## config.mk

```make
export PLATFORM = sky130hd
export DESIGN_NAME = pipe_hazard_ctrl_flat
export DESIGN_NICKNAME = d
export VERILOG_FILES = /design/src/rtl/pipe_hazard_if.sv /design/src/rtl/pipe_hazard_ctrl.sv /design/src/flat_wrapper.sv
export SDC_FILE = /design/constraint.sdc
export NUM_CORES = 1
export LEC_CHECK = 0
export CAP_MARGIN = 40
export CORE_MARGIN = 3
export CORE_UTILIZATION = 43
export CTS_BUF_LIST = sky130_fd_sc_hd__clkbuf_8
export CTS_CLUSTER_DIAMETER = 150
export DETAILED_ROUTE_END_ITERATION = 10
export HOLD_SLACK_MARGIN = 0.06
export PLACE_DENSITY = 0.86
export SYNTH_ARGS = -nofsm -noshare
export SYNTH_HDL_FRONTEND = slang
export SYNTH_SLANG_ARGS = --single-unit
export TNS_END_PERCENT = 100
```

## constraint.sdc

```tcl
create_clock -name clk -period 7.1 [get_ports clk]
set_input_delay 2.13 -clock clk [delete_from_list [all_inputs] [get_ports clk]]
set_output_delay 2.13 -clock clk [all_outputs]
set_load 0.005 [all_outputs]
```

## src/rtl/pipe_hazard_if.sv

```systemverilog
// rtl/pipe_hazard_if.sv - ID/EX hazard and forwarding bus between pipeline and hazard controller
//
// Purpose: bundles every non-clock/reset signal of pipe_hazard_ctrl.
// Ports (all as interface members):
//   ID side   : id_rs1, id_rs2, id_rs1_used, id_rs2_used, id_wR, id_rf_we, id_is_load
//   EX side   : ex_redirect, ex_result; later stages: mem_result, wb_result
//   controls  : stall_pc, stall_if_id, flush_if_id, flush_id_ex
//   forwarding: rd1_op, rd2_op, rd1_f, rd2_f
//   counters  : stall_cnt, flush_cnt
// Modports: master = pipeline datapath, slave = hazard controller.

interface pipe_hazard_if #(
    parameter int XLEN   = 32,
    parameter int REG_AW = 5,
    parameter int CNT_W  = 16
);
    logic [REG_AW-1:0] id_rs1;
    logic [REG_AW-1:0] id_rs2;
    logic              id_rs1_used;
    logic              id_rs2_used;
    logic [REG_AW-1:0] id_wR;
    logic              id_rf_we;
    logic              id_is_load;
    logic              ex_redirect;
    logic [XLEN-1:0]   ex_result;
    logic [XLEN-1:0]   mem_result;
    logic [XLEN-1:0]   wb_result;

    logic              stall_pc;
    logic              stall_if_id;
    logic              flush_if_id;
    logic              flush_id_ex;
    logic              rd1_op;
    logic              rd2_op;
    logic [XLEN-1:0]   rd1_f;
    logic [XLEN-1:0]   rd2_f;
    logic [CNT_W-1:0]  stall_cnt;
    logic [CNT_W-1:0]  flush_cnt;

    modport master (
        output id_rs1, id_rs2, id_rs1_used, id_rs2_used, id_wR, id_rf_we, id_is_load,
        output ex_redirect, ex_result, mem_result, wb_result,
        input  stall_pc, stall_if_id, flush_if_id, flush_id_ex,
        input  rd1_op, rd2_op, rd1_f, rd2_f, stall_cnt, flush_cnt
    );

    modport slave (
        input  id_rs1, id_rs2, id_rs1_used, id_rs2_used, id_wR, id_rf_we, id_is_load,
        input  ex_redirect, ex_result, mem_result, wb_result,
        output stall_pc, stall_if_id, flush_if_id, flush_id_ex,
        output rd1_op, rd2_op, rd1_f, rd2_f, stall_cnt, flush_cnt
    );
endinterface

```

## src/rtl/pipe_hazard_ctrl.sv

```systemverilog
// rtl/pipe_hazard_ctrl.sv - load-use stall, redirect flush and operand forwarding for a 5-stage pipeline
//
// Purpose: shadows the EX/MEM/WB destination registers in a 3-slot scoreboard,
// detects load-use hazards and EX redirects, and selects forwarded operands.
// Ports:
//   clk   : clock
//   rst_n : asynchronous active-low reset
//   bus   : pipe_hazard_if.slave (ID operands, stage results, stall/flush
//           controls, forwarding selects/operands, saturating event counters)

module pipe_hazard_ctrl #(
    parameter int XLEN   = 32,
    parameter int REG_AW = 5,
    parameter int CNT_W  = 16
) (
    input  logic         clk,
    input  logic         rst_n,
    pipe_hazard_if.slave bus
);

    typedef struct packed {
        logic              valid;
        logic [REG_AW-1:0] wr;
        logic              is_load;
    } slot_t;

    slot_t ex_slot;
    slot_t mem_slot;
    slot_t wb_slot;

    logic [CNT_W-1:0] stall_cnt_q;
    logic [CNT_W-1:0] flush_cnt_q;

    logic ex_hit1, mem_hit1, wb_hit1;
    logic ex_hit2, mem_hit2, wb_hit2;
    logic load_use;
    logic stall;
    logic flush_ex;

    // A slot matches an operand only for a real (non-x0) register the ID
    // instruction actually reads.
    function automatic logic slot_hit(input slot_t s, input logic [REG_AW-1:0] rs,
                                      input logic used);
        return s.valid && used && (rs != '0) && (s.wr == rs);
    endfunction

    always_comb begin
        ex_hit1  = slot_hit(ex_slot,  bus.id_rs1, bus.id_rs1_used);
        mem_hit1 = slot_hit(mem_slot, bus.id_rs1, bus.id_rs1_used);
        wb_hit1  = slot_hit(wb_slot,  bus.id_rs1, bus.id_rs1_used);
        ex_hit2  = slot_hit(ex_slot,  bus.id_rs2, bus.id_rs2_used);
        mem_hit2 = slot_hit(mem_slot, bus.id_rs2, bus.id_rs2_used);
        wb_hit2  = slot_hit(wb_slot,  bus.id_rs2, bus.id_rs2_used);
    end

    // A redirect squashes the ID instruction, so its load-use dependency is moot.
    assign load_use = (ex_hit1 || ex_hit2) && ex_slot.is_load;
    assign stall    = load_use && !bus.ex_redirect;
    assign flush_ex = bus.ex_redirect || stall;

    assign bus.stall_pc    = stall;
    assign bus.stall_if_id = stall;
    assign bus.flush_if_id = bus.ex_redirect;
    assign bus.flush_id_ex = flush_ex;

    // An EX hit on a load cannot supply data yet; fall through to older stages.
    // Any stale value picked up that way is discarded by the ID/EX bubble.
    always_comb begin
        bus.rd1_op = 1'b0;
        bus.rd1_f  = '0;
        if (ex_hit1 && !ex_slot.is_load) begin
            bus.rd1_op = 1'b1;
            bus.rd1_f  = bus.ex_result;
        end else if (mem_hit1) begin
            bus.rd1_op = 1'b1;
            bus.rd1_f  = bus.mem_result;
        end else if (wb_hit1) begin
            bus.rd1_op = 1'b1;
            bus.rd1_f  = bus.wb_result;
        end
    end

    always_comb begin
        bus.rd2_op = 1'b0;
        bus.rd2_f  = '0;
        if (ex_hit2 && !ex_slot.is_load) begin
            bus.rd2_op = 1'b1;
            bus.rd2_f  = bus.ex_result;
        end else if (mem_hit2) begin
            bus.rd2_op = 1'b1;
            bus.rd2_f  = bus.mem_result;
        end else if (wb_hit2) begin
            bus.rd2_op = 1'b1;
            bus.rd2_f  = bus.wb_result;
        end
    end

    always_ff @(posedge clk or negedge rst_n) begin
        if (!rst_n) begin
            ex_slot  <= '0;
            mem_slot <= '0;
            wb_slot  <= '0;
        end else begin
            wb_slot  <= mem_slot;
            mem_slot <= ex_slot;
            if (flush_ex) begin
                ex_slot <= '0;
            end else begin
                ex_slot <= '{valid: bus.id_rf_we, wr: bus.id_wR, is_load: bus.id_is_load};
            end
        end
    end

    always_ff @(posedge clk or negedge rst_n) begin
        if (!rst_n) begin
            stall_cnt_q <= '0;
            flush_cnt_q <= '0;
        end else begin
            if (stall && (stall_cnt_q != '1)) begin
                stall_cnt_q <= stall_cnt_q + 1'b1;
            end
            if (bus.ex_redirect && (flush_cnt_q != '1)) begin
                flush_cnt_q <= flush_cnt_q + 1'b1;
            end
        end
    end

    assign bus.stall_cnt = stall_cnt_q;
    assign bus.flush_cnt = flush_cnt_q;

endmodule

```

## src/flat_wrapper.sv

```systemverilog
// flat-port wrapper written by rule: the top's interface ports become plain ports
module pipe_hazard_ctrl_flat 
#(
    parameter int XLEN   = 32,
    parameter int REG_AW = 5,
    parameter int CNT_W  = 16
)
  (clk, rst_n, bus_id_rs1, bus_id_rs2, bus_id_rs1_used, bus_id_rs2_used, bus_id_wR, bus_id_rf_we, bus_id_is_load, bus_ex_redirect, bus_ex_result, bus_mem_result, bus_wb_result, bus_stall_pc, bus_stall_if_id, bus_flush_if_id, bus_flush_id_ex, bus_rd1_op, bus_rd2_op, bus_rd1_f, bus_rd2_f, bus_stall_cnt, bus_flush_cnt);
  pipe_hazard_if #(.XLEN(XLEN), .REG_AW(REG_AW), .CNT_W(CNT_W)) bus_i ();
  input  logic clk;
  input  logic rst_n;
  input wire logic [$bits(bus_i.id_rs1)-1:0] bus_id_rs1;
  input wire logic [$bits(bus_i.id_rs2)-1:0] bus_id_rs2;
  input wire logic [$bits(bus_i.id_rs1_used)-1:0] bus_id_rs1_used;
  input wire logic [$bits(bus_i.id_rs2_used)-1:0] bus_id_rs2_used;
  input wire logic [$bits(bus_i.id_wR)-1:0] bus_id_wR;
  input wire logic [$bits(bus_i.id_rf_we)-1:0] bus_id_rf_we;
  input wire logic [$bits(bus_i.id_is_load)-1:0] bus_id_is_load;
  input wire logic [$bits(bus_i.ex_redirect)-1:0] bus_ex_redirect;
  input wire logic [$bits(bus_i.ex_result)-1:0] bus_ex_result;
  input wire logic [$bits(bus_i.mem_result)-1:0] bus_mem_result;
  input wire logic [$bits(bus_i.wb_result)-1:0] bus_wb_result;
  output wire logic [$bits(bus_i.stall_pc)-1:0] bus_stall_pc;
  output wire logic [$bits(bus_i.stall_if_id)-1:0] bus_stall_if_id;
  output wire logic [$bits(bus_i.flush_if_id)-1:0] bus_flush_if_id;
  output wire logic [$bits(bus_i.flush_id_ex)-1:0] bus_flush_id_ex;
  output wire logic [$bits(bus_i.rd1_op)-1:0] bus_rd1_op;
  output wire logic [$bits(bus_i.rd2_op)-1:0] bus_rd2_op;
  output wire logic [$bits(bus_i.rd1_f)-1:0] bus_rd1_f;
  output wire logic [$bits(bus_i.rd2_f)-1:0] bus_rd2_f;
  output wire logic [$bits(bus_i.stall_cnt)-1:0] bus_stall_cnt;
  output wire logic [$bits(bus_i.flush_cnt)-1:0] bus_flush_cnt;
  assign bus_i.id_rs1 = bus_id_rs1;
  assign bus_i.id_rs2 = bus_id_rs2;
  assign bus_i.id_rs1_used = bus_id_rs1_used;
  assign bus_i.id_rs2_used = bus_id_rs2_used;
  assign bus_i.id_wR = bus_id_wR;
  assign bus_i.id_rf_we = bus_id_rf_we;
  assign bus_i.id_is_load = bus_id_is_load;
  assign bus_i.ex_redirect = bus_ex_redirect;
  assign bus_i.ex_result = bus_ex_result;
  assign bus_i.mem_result = bus_mem_result;
  assign bus_i.wb_result = bus_wb_result;
  assign bus_stall_pc = bus_i.stall_pc;
  assign bus_stall_if_id = bus_i.stall_if_id;
  assign bus_flush_if_id = bus_i.flush_if_id;
  assign bus_flush_id_ex = bus_i.flush_id_ex;
  assign bus_rd1_op = bus_i.rd1_op;
  assign bus_rd2_op = bus_i.rd2_op;
  assign bus_rd1_f = bus_i.rd1_f;
  assign bus_rd2_f = bus_i.rd2_f;
  assign bus_stall_cnt = bus_i.stall_cnt;
  assign bus_flush_cnt = bus_i.flush_cnt;
  pipe_hazard_ctrl #(.XLEN(XLEN), .REG_AW(REG_AW), .CNT_W(CNT_W)) u_core (.clk(clk), .rst_n(rst_n), .bus(bus_i));
endmodule
```

# After elaboration in Yosys (flattened, before gate mapping)
# Index checks and enable logic that the tools add are counted.
[word_totals]
reg_bits = 51
out_inout_bits = 102
word_cells = 62
[op_classes]
addsub = 2
n_eq_ne = 8
muxes = 13
n_reduce_logical = 30
[ops]
columns = ["cell", "count"]
rows = [
  ["two-way mux 32 bit", 6],
  ["adder 16 x 1 -> 16 bit (second input constant)", 2],
  ["inequality test 16 bit (second input constant)", 2],
  ["equality test 5 bit", 6],
  ["logical AND 1 bit", 24],
  ["nonzero test 5 bit", 2],
  ["two-way mux 7 bit", 1],
  ["two-way mux 1 bit", 6],
  ["zero test 1 bit", 2],
  ["logical OR 1 bit", 2],
]

# Logic depth before layout (Yosys ltp)
[depth]
depth_word = 8
depth_mapped = 8

# Least setup slack after synthesis
# No wires, ideal clock.
[synth_timing]
kind = "input -> output"
startpoint = "input port bus_id_rs2[1]"
endpoint = "output port bus_rd2_f[10]"
t_arrival_ns = 3.642
required_time_ns = 4.970
slack_ns = 1.328
path_stages = 8
n_path_buf = 2
cell_sequence = "or4_1 o21a_1 and4_1 buf_6 nor2_8 buf_8 a22oi_1 a21oi_1"
[synth_via]
elab_chain_len = 6
word_cells_on_any_way = 14
cone_classes = "eq/ne: 3; mux: 3; reduce/logical: 8"
[synth_rtl]
columns = ["element", "line", "source"]
rows = [
  ["start, declared", "flat_wrapper.sv:13", "input wire logic [$bits(bus_i.id_rs2)-1:0] bus_id_rs2;"],
  ["nonzero test 5 bit", "pipe_hazard_ctrl.sv:44", "return s.valid && used && (rs != '0) && (s.wr == rs);"],
  ["logical AND 1 bit (2 in a row)", "pipe_hazard_ctrl.sv:44", ""],
  ["two-way mux 32 bit", "pipe_hazard_ctrl.sv:92", "end else if (wb_hit2) begin"],
  ["two-way mux 32 bit", "pipe_hazard_ctrl.sv:89", "end else if (mem_hit2) begin"],
  ["two-way mux 32 bit *", "pipe_hazard_ctrl.sv:86", "if (ex_hit2 && !ex_slot.is_load) begin"],
  ["end, declared", "flat_wrapper.sv:30", "output wire logic [$bits(bus_i.rd2_f)-1:0] bus_rd2_f;"],
]
# Every way passes the cells marked *; elsewhere a longest branch is shown, timed or not.

# Worst setup path in the final report
[layout_timing]
startpoint = "input port bus_id_rs2[3]"
endpoint = "output port bus_rd2_f[21]"
# Same word-level chain as after synthesis.

==> flow_summary.yaml <==
setup_path:
  critPathMostFrequentCell: "clkdlybuf4s50_1"
  critPathArrivalTime_ns: 4.82
  cp-start-kind: "input port"
  cp_slowest_cell: "clkdlybuf4s50_1"
  cp_slowest_stage_delay_ns: 0.56
  required_ns: 4.97
  ff2ff_path_depth: 6
  crit_chain: "clkdlybuf4s50_1, or4_1, o21a_1, and4_1, nor2_8, buf_4, a22oi_1, a21oi_1, clkdlybuf4s50_1"
  cp_max_fo: 11
  crit_family: "buffers and inverters"
  crit_buf_inv: 3
  path_depth: 9
  setup.worst_path.end_class: "output port"
  critPathKind: "in -> out"
clocking:
  numCtsBuffers: 5
  cts-root-buf: "clkbuf_8"
  cts_max_level: 2
  clkTransAtPathRegs_ns: 0.10
  clock_latency_ns: 0.31
  cts_sinks: 51
  cts_max_path_buffers: 2
  cts_tree: "done"
  cts_hold_buf: 0
sta:
  slew_headroom_pct: 66.12
  rsz0062_at_grt: "no"
  period_needed_ns: 6.948
  setup-tns-final_ns: 0
  maxSlewViolCount: 0
  fmax_mhz: 143.9
  final.setup_skew_ns: 0.01560
  final-setup-viol-count: 0
  hold_viol: 0
  fin_crit_sh_pct: 97.86
  worst_pin_slew_ns: 0.5071
routing:
  vias_per_cell: 5.752
  via_count: 4435
  ant_nets: 0
  wl_um: 14820
  remaining_drc_errors: 0
  dr.pass1.iters: 5
  avgRoutedWirePerCell_um: 19.23
  first_iter_violations: 273
floorplanning:
  rows: 33
  io_pins: 220
  die_area_um2: 9914
  core_um2: 8341
  fp.dieW_um: 99.57
  die_h_um: 99.57
  start_util_pct: 45.14
placement:
  place_hpwl_um: 11380
  gp_congestion: 1.012
  placed_cells: 758
  port-buffer-count: 219
logic_synthesis:
  netlist_area_um2: 3765
  synth_top_area_share_pct: 33.90
  synth_fp_nets: 567
  synth_fa_ha_area_share_pct: 0.6647
  synth_edf_count: 0
  synth_area_leaders: "dfrtp_1 (34%), a22oi_1 (13%), a21oi_1 (9.0%), nor2_1 (7.4%), xor2_1 (6.5%)"
  syn_inst: 447
  ys.flop_type: "dfrtp_1"
  synth_warnings: 0
  seq_area_frac_synth_pct: 33.90
  synth_top_family_by_area: "compound AO/OA/AOI/OAI gates"
  yosysTopAreaCell: "dfrtp_1"
  synth_mux_area_share_pct: 1.196
  synth_compound_area_share_pct: 22.86
  synth-xor-area-share_pct: 12.56
  netlist-cell-type-count: 33
  synth-seq-cells: 51
  avgSynthCellArea_um2: 8.423
  synthArstFlopShare_pct: 100.0
  synthSimpleGateAreaFrac_pct: 22.47
pwr:
  ir_drop_mv: 0.2183
  power.net_switching_mw: 0.2177
  powerDensity_nw_per_um2: 118.5
  internal_power_mw: 0.5185
  seq_power_share_pct: 47.6
  switching_share_pct: 29.57
  pwr-share-comb_pct: 28.4
  clock_power_share_pct: 24.0
  leakagePower_nw: 2.481
cells_and_area:
  final_nets: 785
  fin_cells: 771
  antenna_cells: 0
  synthToLayoutAreaGrowth_pct: 65.04
  drive_gt1_share_pct: 6.306
grt:
  antenna_found_initial: 0
  grt_pass1_wl_um: 22160
  grt_max_degree: 41
  grt_use_total_pct: 27.75
  grt_pass1_vias: 4321
  grt_remaining_overflow: 0
status:
  status: "completed"
hold_path:
  min_path_cells: 0
  hp-class: "reg -> reg"
job:
  max_cap_viol_count: 0
[path summary, 6_finish.rpt]
| path | from | to | slack, ns |
|---|---|---|---|
| hold / removal | u_core.mem_slot[6] | u_core.wb_slot[6] | 0.41 |
| max in group asynchronous | rst_n | u_core.mem_slot[1] | 4.89 |
| hold reg to reg | u_core.mem_slot[6] | u_core.wb_slot[6] | 0.41 |
| setup / recovery | bus_id_rs2[3] | bus_rd2_f[21] | 0.15 |
| min in group asynchronous | rst_n | u_core.bus.stall_cnt[12] | 1.70 |
| setup reg to reg | u_core.bus.stall_cnt[3] | u_core.bus.stall_cnt[1] | 4.87 |
[power groups by stage]
stage	clock (mW)	combinational, mW	sequential, mW
detailed placement	0	0.204	0.353
global route	0.196	0.222	0.355
CTS	0.180	0.207	0.349
global placement	0	0.195	0.352
floorplan	0	0.0569	0.347
finish	0.177	0.209	0.350
[state kept, by name, summed over array words and instances (netlist names)]
register              cells
u_core.bus.flush_cnt     16
u_core.ex_slot            7
u_core.mem_slot           6
u_core.bus.stall_cnt     16
u_core.wb_slot            6
[stage by stage]
stage / cell area, um2 / total power [mW] / setup WS [ns] / hold slack [ns] / utilization (%)
global placement: 6053 / 0.5473 / 0.2188 / 0.3918 / 72.58
finish: 6213 / 0.7362 / 0.1523 / 0.4100 / 74.50
CTS: 6170 / 0.7365 / 0.1042 / 0.4162 / 73.97
detailed placement: 6073 / 0.5575 / 0.1092 / 0.3927 / 72.82
floorplan: 3765 / 0.4042 / 1.328 / 0.3597 / -
global route: 6213 / 0.7722 / 0.02049 / 0.4298 / 74.50
[what timing repair did]
action                                 in CTS  in global routing
endpoints found under the hold margin       0                  0
gates resized for setup                     0                  1
setup buffers                               0                  5
setup endpoints to repair                   0                  4
[synth_stat cells (all sizes together) (7+ instances only)]
cell type	instances
a21oi	68
a22oi	64
and2	10
and3	10
buf	25
clkbuf	7
dfrtp	51
nand2	11
nand3	14
nand4	17
nor2	76
xnor2	26
xor2	28
[placed cells by master, fill, tap and decap left out, drive strengths merged]
cell type      count
nand4             17
nand2             11
o21a               2
or3                1
nand4b             2
and4               6
dfrtp             51
a31oi              4
clkinvlp           1
nor4bb             1
clkbuf             5
ha                 2
clkdlybuf4s50    218
mux2               4
nor4               6
clkinv             1
nor3               1
and2              10
or2                2
xor2              28
and3              10
a21oi             68
xnor2             26
a22oi             64
inv                4
nand3b             2
nand3             14
buf               25
or4                3
nor2              76
nor2b              1
[routing by layer]
layer | track usage, % | part of all wire, % | up-vias
met4 | 9.664 | 3.3 | 0
li1 | - | - | 2071
met2 | 48.61 | 50 | 240
met3 | 4.909 | 8.7 | 48
met5 | 0 | 0 | -
met1 | 34.29 | 38 | 2076
[final cells by class]
type	instances	area, um2
clock inverter	3	27.53
multi-input combinational	361	2256
tap	105	131.4
sequential	51	1276
inverter	3	11.26
clock buffer	5	68.82
timing repair buffer	243	2442
fill	607	2127
[cells by family after synthesis]
logic type	count (synthesis)
adders and majority gates	2
and+or+nand+nor	163
buffers and inverters	35
muxes	4
AOI/OAI and AO/OA	138
xor gates and xnor gates	54
DFF	51
Power figures use the tool's default switching activity.
